**src/rtl/dispatch_ctrl_pkg.sv**
```systemverilog
// Shared definitions for the dispatch scheduler: FSM state type and
// the fixed superscalar dispatch width.
package dispatch_ctrl_pkg;

  typedef enum logic {
    DC_RUN   = 1'b0,
    DC_FLUSH = 1'b1
  } DC_STATE;

  // Fixed front-end width: at most this many instructions leave the buffer per cycle.
  localparam int DP_WIDTH = 3;

  // Smaller of two non-negative counts.
  function automatic int min_int(input int a, input int b);
    return (a < b) ? a : b;
  endfunction

endpackage

```
**src/rtl/dispatch_ctrl_credit_counter.sv**
```systemverilog
// Saturating free-entry credit counter (one per back-end structure).
// Each cycle: count' = count - take + give, evaluated one bit wider than the
// counter so both overflow past MAX and underflow below 0 are visible.
// Out-of-range results clamp to the bound and raise err for that cycle.
// clear restores full credit and suppresses err.
module credit_counter #(
  parameter int MAX = 32
) (
  input  logic                 clock,
  input  logic                 reset,
  input  logic                 clear,
  input  logic [1:0]           take,
  input  logic [1:0]           give,
  output logic [$clog2(MAX):0] count,
  output logic                 err
);

  localparam int CW = $clog2(MAX) + 1;
  localparam logic signed [CW:0] MAX_S = (CW + 1)'(MAX);

  logic [CW-1:0]    count_reg;
  logic [CW-1:0]    count_next;
  logic signed [CW:0] sum_next;

  // Next credit value with saturation and error detection.
  always_comb begin
    sum_next   = $signed({1'b0, count_reg})
               - $signed({{(CW - 1){1'b0}}, take})
               + $signed({{(CW - 1){1'b0}}, give});
    count_next = count_reg;
    err        = 1'b0;
    if (clear) begin
      count_next = CW'(MAX);
    end else if (sum_next[CW]) begin
      count_next = '0;
      err        = 1'b1;
    end else if (sum_next > MAX_S) begin
      count_next = CW'(MAX);
      err        = 1'b1;
    end else begin
      count_next = sum_next[CW-1:0];
    end
  end

  // Credit register, full after reset.
  always_ff @(posedge clock) begin
    if (reset) begin
      count_reg <= CW'(MAX);
    end else begin
      count_reg <= count_next;
    end
  end

  assign count = count_reg;

endmodule

```
**src/rtl/dispatch_ctrl.sv**
```systemverilog
// Dispatch scheduler for the 3-wide front end.
// Decides how many buffered instructions leave the instruction buffer each
// cycle from ROB/RS credits, drives fetch stall, and sequences buffer and
// credit recovery after a squash.
// Optional build macro DISPATCH_CTRL_STATS_EN adds three 32-bit stall /
// flush cycle counters as extra outputs.
module dispatch_ctrl
  import dispatch_ctrl_pkg::*;
#(
  parameter int ROB_SZ       = 32,
  parameter int RS_SZ        = 16,
  parameter int IB_DEPTH     = 16,
  parameter int FLUSH_CYCLES = 2
) (
  input  logic                      clock,
  input  logic                      reset,
  input  logic                      squash,
  input  logic [$clog2(IB_DEPTH):0] ib_count,
  input  logic [1:0]                rob_retire_cnt,
  input  logic [1:0]                rs_issue_cnt,
  output logic [1:0]                dp_count,
  output logic                      ib_flush,
  output logic                      fetch_stall,
  output logic [$clog2(ROB_SZ):0]   rob_credit,
  output logic [$clog2(RS_SZ):0]    rs_credit,
  output logic                      credit_err
`ifdef DISPATCH_CTRL_STATS_EN
  ,
  output logic [31:0]               stall_rob_cyc,
  output logic [31:0]               stall_rs_cyc,
  output logic [31:0]               flush_cyc
`endif
);

  localparam int FCW = $clog2(FLUSH_CYCLES + 1);
  localparam logic [FCW-1:0] FLUSH_LOAD = FCW'(FLUSH_CYCLES - 1);

  DC_STATE        state_reg;
  logic [FCW-1:0] flush_cnt_reg;
  logic           flush_first_reg;
  logic           credit_err_reg;

  logic           ib_illegal;
  int             ib_eff;
  logic [1:0]     dp_raw;
  logic [1:0]     rob_give;
  logic [1:0]     rs_give;
  logic           rob_err;
  logic           rs_err;

  // Clamp an illegal buffer count and pick the credit-limited dispatch width.
  always_comb begin
    ib_illegal = int'(ib_count) > IB_DEPTH;
    ib_eff     = ib_illegal ? IB_DEPTH : int'(ib_count);
    dp_raw     = 2'(min_int(min_int(ib_eff, DP_WIDTH),
                            min_int(int'(rob_credit), int'(rs_credit))));
  end

  // Combinational dispatch, flush pulse and fetch stall from state and inputs.
  always_comb begin
    dp_count    = 2'd0;
    ib_flush    = 1'b0;
    fetch_stall = 1'b1;
    if (!reset) begin
      if (state_reg == DC_RUN) begin
        if (!squash) begin
          dp_count = dp_raw;
        end
        // Keep room for a whole fetch group after this cycle's dispatch.
        fetch_stall = (ib_eff - int'(dp_count)) > (IB_DEPTH - DP_WIDTH);
      end else begin
        ib_flush = flush_first_reg;
      end
    end
  end

  // Frees only count while running; during FLUSH the credits are already full.
  always_comb begin
    rob_give = (state_reg == DC_RUN) ? rob_retire_cnt : 2'd0;
    rs_give  = (state_reg == DC_RUN) ? rs_issue_cnt   : 2'd0;
  end

  credit_counter #(.MAX(ROB_SZ)) u_rob_credit (
    .clock (clock),
    .reset (reset),
    .clear (squash),
    .take  (dp_count),
    .give  (rob_give),
    .count (rob_credit),
    .err   (rob_err)
  );

  credit_counter #(.MAX(RS_SZ)) u_rs_credit (
    .clock (clock),
    .reset (reset),
    .clear (squash),
    .take  (dp_count),
    .give  (rs_give),
    .count (rs_credit),
    .err   (rs_err)
  );

  // RUN/FLUSH sequencing, flush pulse tracking and sticky error flag.
  always_ff @(posedge clock) begin
    if (reset) begin
      state_reg       <= DC_RUN;
      flush_cnt_reg   <= '0;
      flush_first_reg <= 1'b0;
      credit_err_reg  <= 1'b0;
    end else begin
      // Any squash makes the following cycle the first of a (re)started flush.
      flush_first_reg <= squash;
      credit_err_reg  <= credit_err_reg | rob_err | rs_err | ib_illegal;
      case (state_reg)
        DC_RUN: begin
          if (squash) begin
            state_reg     <= DC_FLUSH;
            flush_cnt_reg <= FLUSH_LOAD;
          end
        end
        DC_FLUSH: begin
          if (squash) begin
            flush_cnt_reg <= FLUSH_LOAD;
          end else if (flush_cnt_reg == '0) begin
            state_reg <= DC_RUN;
          end else begin
            flush_cnt_reg <= flush_cnt_reg - FCW'(1);
          end
        end
        default: state_reg <= DC_RUN;
      endcase
    end
  end

  assign credit_err = credit_err_reg;

`ifdef DISPATCH_CTRL_STATS_EN
  logic [2:0]  stat_inc;
  logic [31:0] stat_reg [3];
  int          want;

  // Attribute a short dispatch to its limiter: ROB first, then RS.
  always_comb begin
    want        = min_int(ib_eff, DP_WIDTH);
    stat_inc    = 3'b000;
    if (state_reg == DC_RUN) begin
      if (!squash && ib_eff > 0) begin
        if (int'(rob_credit) < want && int'(rob_credit) <= int'(rs_credit)) begin
          stat_inc[0] = 1'b1;
        end else if (int'(rs_credit) < want) begin
          stat_inc[1] = 1'b1;
        end
      end
    end else begin
      stat_inc[2] = 1'b1;
    end
  end

  genvar gi;
  generate
    for (gi = 0; gi < 3; gi++) begin : g_stat
      // Free-running wrap-around event counter.
      always_ff @(posedge clock) begin
        if (reset) begin
          stat_reg[gi] <= '0;
        end else if (stat_inc[gi]) begin
          stat_reg[gi] <= stat_reg[gi] + 32'd1;
        end
      end
    end
  endgenerate

  assign stall_rob_cyc = stat_reg[0];
  assign stall_rs_cyc  = stat_reg[1];
  assign flush_cyc     = stat_reg[2];
`endif

endmodule

```
**config.mk**
```make
export PLATFORM = sky130hd
export DESIGN_NAME = dispatch_ctrl
export DESIGN_NICKNAME = d
export VERILOG_FILES = /design/src/rtl/dispatch_ctrl_pkg.sv /design/src/rtl/dispatch_ctrl_credit_counter.sv /design/src/rtl/dispatch_ctrl.sv
export SDC_FILE = /design/constraint.sdc
export NUM_CORES = 1
export LEC_CHECK = 0
export CAP_MARGIN = 20
export CORE_MARGIN = 2
export CORE_UTILIZATION = 40
export CTS_BUF_LIST = sky130_fd_sc_hd__clkbuf_2 sky130_fd_sc_hd__clkbuf_4 sky130_fd_sc_hd__clkbuf_8
export CTS_CLUSTER_SIZE = 40
export DETAILED_ROUTE_END_ITERATION = 10
export PLACE_DENSITY = 0.75
export SKIP_CTS_REPAIR_TIMING = 1
export SLEW_MARGIN = 25
export SYNTH_ARGS = -nofsm -noshare
export SYNTH_HDL_FRONTEND = slang
export SYNTH_SLANG_ARGS = --single-unit
```
**constraint.sdc**
```tcl
create_clock -name clock -period 18.24 [get_ports clock]
set_clock_uncertainty 0.15 [all_clocks]
set_input_delay 5.472 -clock clock [delete_from_list [all_inputs] [get_ports clock]]
set_output_delay 5.472 -clock clock [all_outputs]
set_load 0.005 [all_outputs]
```
* Word level (Yosys, flattened, before mapping)
Cells that the tools add are included.
Operators by class: multiplexer cells 33, eq/ne operators 2, reduce and logical (&&, ||, !) cells 5, $add $sub $neg 6, order comparisons 7, bitwise gates (word level) 4
Operators with widths (number):
- $mux 2 | 11
- $mux 5 | 4
- $mux 6 | 3
- $mux 1 | 13
- $sub 5x2->6 | 2
- $reduce_or 4->1 | 2
- $add 7x3->7 | 1
- $gt 7x7->1 const B | 1
- $sub 6x2->7 | 1
- $add 6x3->6 | 1
- $gt 6x5->1 const B | 1
- $gt 6x6->1 const B | 1
- $lt 5x6->1 | 1
- $lt 6x5->1 | 1
- $gt 5x5->1 const B | 1
- $lt 5x2->1 const B | 1
- $pmux 2 s2 | 1
- $ne 3x3->1 const B | 1
- $or 1x1->1 | 3
- $logic_not 2->1 | 1
- $ne 2x2->1 const B | 1
- $pmux 1 s2 | 1
- $reduce_and 2->1 | 1
- $reduce_or 2->1 | 1
- 2 further kinds | 2
Word-level totals: word-level logic and storage cells 65, bits in registers 16

* Longest topological paths before layout
depth after elaboration 20, depth in mapped cells 25, mapped depth without buffers 24

* Hierarchy
Synthesis repeated with hierarchy kept, for this count alone.
Second synthesis, totals: cells, all modules 208, area total of the unflattened synthesis 1800.5 um2
By module, submodules not included:
- dispatch_ctrl | area each 760.7 um2, cells each 94, instances 1
- credit_counter (u_rob_credit) | area each 580.6 um2, cells each 64, instances 1
- credit_counter (u_rs_credit) | area each 459.2 um2, cells each 50, instances 1

* Worst setup path before layout
No wires, ideal clock.
path kind in2out, start point input ib_count[4], end point output fetch_stall, data arrival time 7.990 ns, path slack 4.628 ns, cell stages on the path 9, buffers on the path 0, data required time 12.618 ns, cells stage by stage or4_4 > a2111oi_4 > nand2_1 > mux2_2 > and3_4 > nor3_1 > fa_1 > o31a_1 > o211ai_1
Between the ends: longest elaborated chain between the ends 13
Ends and longest elaborated chain:
- from (decl) | RTL line dispatch_ctrl.sv:18 | input logic [$clog2(IB_DEPTH):0] ib_count,
- $gt 5x5->1 | RTL line dispatch_ctrl.sv:53 | ib_illegal = int'(ib_count) > IB_DEPTH;
- $mux 5 (*) | RTL line dispatch_ctrl.sv:54 | ib_eff = ib_illegal ? IB_DEPTH : int'(ib_count);
- $lt 5x2->1 | RTL line dispatch_ctrl_pkg.sv:15 | return (a < b) ? a : b;
- $mux 5 | RTL line dispatch_ctrl_pkg.sv:15
- $lt 5x6->1 | RTL line dispatch_ctrl_pkg.sv:15
- $mux 2 | RTL line dispatch_ctrl_pkg.sv:15
- $mux 2 | RTL line dispatch_ctrl.sv:66 | if (!squash) begin
- $mux 2 | RTL line dispatch_ctrl.sv:65 | if (state_reg == DC_RUN) begin
- $mux 2 | RTL line dispatch_ctrl.sv:64 | if (!reset) begin
- $sub 5x2->6 (*) | RTL line dispatch_ctrl.sv:70 | fetch_stall = (ib_eff - int'(dp_count)) > (IB_DEPTH - DP_WIDTH);
- $gt 6x5->1 (*) | RTL line dispatch_ctrl.sv:70
- $mux 1 (*) | RTL line dispatch_ctrl.sv:65
- $mux 1 (*) | RTL line dispatch_ctrl.sv:64
- to (decl) | RTL line dispatch_ctrl.sv:23 | output logic fetch_stall,
Every way passes the cells marked *; elsewhere a longest branch is shown, timed or not. The select of a mux whose other input is x is not followed.

* Final worst setup path
Same ends and word-level chain as after synthesis.

==> flow_summary.toml <==
[outcome]
outcome = "finished clean"

[clock_network]
cts-htree-levels = 1
clock_tree.buffer_depth = 2
path_clk_slew_ps = 60
clock_insertion_delay_worst_skew_ps = 250
cts_tree = "built"
number_of_clock_buffers_inserted_by_tritoncts = 3
clock_tree.root_cell = "clkbuf_8"
cts_sinks = 16

[global_routing]
grtUsageMet1_pct = 23.4
met3_usage_pct = 2.92
track_usage_pct = 17.7
groute.layer.met2.usage_pct = 30.0
antenna_found_initial = 0
grt_pass1_vias = 1430
grt-ovfl-total = 0
grt_first_pass_wirelength_mm = 6.31
layer_with_the_highest_usage_after_global_routing = "met2"
largest_net_degree_at_the_start_of_global_routing = 12

[cells_and_area]
flow.area_growth_from_synthesis_pct = 22.1
largest_reg_flops = 6
multi_input_gate_area_um2 = 1250
fin_area_um2 = 2050
seqCellArea_um2 = 320
layout-drive-gt1-share_pct = 5.08
nets = 279
number_of_inserted_diodes = 0
filler_cell_count = 391

[floorplanning]
rows = 23
starting_density_of_the_core_pct = 41.6
io-pin-count = 28
die_area_um2 = 4730
core_um2 = 4030
floorplan.die.height_um = 68.7
die_w_um = 68.7

[pwr]
power.leakage_uw = 0.000862
ir_worst_vdd_v = 0.0000788
power.share.combinational_pct = 76.6
power.share.sequential_pct = 16.0
netSwitchingPower_uw = 173
internal-power_uw = 192
pwr_dens_nw_per_um2 = 178
pwr-share-clk_pct = 7.4
switching_share_pct = 47.3

[setup_path]
worst-r2r-setup-slack_ps = 12320
crit_path_end_kind = "output port"
required_time_of_the_critical_path_ps = 12620
r2r_end = "u_rob_credit.count[4]$_SDFF_PP0_"
crit_path_start_kind = "input port"
worstRegToRegCells = 21
worst_ep_arrival_time_ps = 9150
crit_fanout = 5
critical_path_class = "in2out"
rr_startpoint = "u_rs_credit.count[4]$_SDFF_PP1_"

[timing]
post-route-min-period_ps = 14770
max_transition_margin_pct = 52.7
totalNegativeSetupSlack_ps = 0
timing_hold_violations_final = 0
worst_slew_pin_slew_ps = 704
min_hold_slack_ps = 351
min_period_over_period_pct = 81.0
fmaxAchievable_ghz = 0.0677
number_of_setup_violations_in_the_final_report = 0
grt_setup_unrepaired = "no"
slew_violations = 0

[synthesis]
synth_seq_area_share_pct = 19.1
yosys.area.top_type = "dfxtp_1"
ys_warn_count = 0
netlist_top_cells_count = "27 x inv_1, 24 x ha_1, 23 x nor2_1, 16 x dfxtp_1"
synthFlopType = "dfxtp_1"
syn_area_per_cell_um2 = 8.10
seq_cells_post_synth = 16
synth_most_common_cell = "inv_1"
synthCells = 207
synth_area_um2 = 1680
synth_top_area_share_pct = 19.1
synth_edf_count = 0
postSynth.asyncResetShare_pct = 0
synth_top_cells_by_area = "dfxtp_1 19%, ha_1 18%, inv_1 6.0%"
synthDistinctLibCells = 52

[route]
dr_total_vias = 1559
detail-route-antenna-nets = 0
via_per_inst = 5.45
detail_route.wl_per_cell_um = 13.2
remaining_drc_errors = 0
drtPass1Iterations = 4
first_iter_violations = 73
routed_wl_mm = 3.77

[placed_design]
place_congestion = 0.816
hpwl_after_detailed_placement_mm = 3.12
io_buffer_count = 27
post_dp_cell_area_um2 = 2010

[min_path]
hold_path_startpoint = "flush_cnt_reg[1]$_SDFFE_PP0P_"
whs_path_depth = 2
min_to = "flush_cnt_reg[1]$_SDFFE_PP0P_"
min_path_type = "reg2reg"

[run]
max-cap-violations = 0
cell usage in the layout, fill, tap and decap left out, types with 2 or more instances in the layout:
cell type / Yosys / routed
o2111ai_1: 2 / 2
a221oi_1: 3 / 3
nor2_1: 23 / 23
and2_1: 2 / 2
clkdlybuf4s50_1: 0 / 27
clkbuf_8: 0 / 3
xor2_1: 2 / 2
a21o_1: 2 / 2
and3b_1: 2 / 2
nand2b_1: 3 / 3
nor3b_1: 6 / 6
o21ba_2: 2 / 2
fa_1: 5 / 5
o21ai_0: 3 / 3
nor2b_1: 8 / 8
ha_1: 24 / 24
xnor2_1: 2 / 2
a211oi_1: 5 / 5
a211o_1: 2 / 2
nand4_1: 2 / 2
nor3_1: 3 / 3
or3_1: 3 / 3
and3_1: 4 / 4
dfxtp_1: 16 / 16
o21ai_1: 3 / 3
or2_2: 2 / 2
inv_1: 27 / 27
nand2_1: 11 / 11
a21oi_1: 11 / 11
conb_1: 1 / 3
nand3_1: 3 / 3
worst max path at each step:
stage / end / cells after the start / slack, ps / from
finish: fetch_stall / 13 / 3470 / ib_count[4]
CTS: fetch_stall / 13 / 3510 / ib_count[4]
floorplan: fetch_stall / 9 / 4630 / ib_count[4]
detailed placement: fetch_stall / 13 / 3510 / ib_count[4]
global route: fetch_stall / 12 / 3280 / ib_count[4]
global placement: fetch_stall / 11 / 3550 / ib_count[4]
stage by stage:
stage	total power [uW]	cells	util [%]	setup WS, ps
4_1_cts	363	286	50.8	3510
6_report	365	286	50.8	3470
2_1_floorplan	265	209	-	4630
3_5_place_dp	335	283	49.8	3510
3_3_place_gp	330	283	49.8	3550
5_1_grt	406	286	50.8	3280
cell type report:
cell class | count | share of cell area (%)
Clock buffer | 3 | 2.02
Inverter | 27 | 4.95
Multi-Input combinational cell | 163 | 61.1
Sequential cell | 16 | 15.6
Tap cell | 50 | 3.06
Timing Repair Buffer | 27 | 13.2
power groups by stage:
stage	clock (uW)	sequential (uW)	combinational [uW]
final	26.9	58.5	280
after global routing	29.3	60.0	317
after CTS	27.7	58.3	277
after detailed placement	0	59.1	276
after global placement	0	58.9	271
after floorplan	0	56.3	208
per-layer routing:
metal | wire length, um | share of wire [%]
met5 | 0 | 0
met4 | 31 | 0.82
met3 | 109 | 2.9
met2 | 1830 | 48
met1 | 1800 | 48
critical path, stage by stage:
cell and delay (ps):
clkdlybuf4s50_1 470, or4_4 580, a2111oi_4 340, nand2_1 80, mux2_2 270, and3_4 190, or3_1 310, ha_1 280
inv_1 40, a211oi_1 330, o2111ai_1 150, o211ai_1 110, clkdlybuf4s50_1 520
kinds of logic after synthesis:
kind of cell	synth area share [%]
AOI/OAI and AO/OA	20.8
xor gates and xnor gates	2.09
adders and majority gates	23.9
buffers and inverters	6.72
DFF	19.1
muxes	1.27
other	0.224
and+or+nand+nor	25.9
Power figures use the tool's default switching activity.
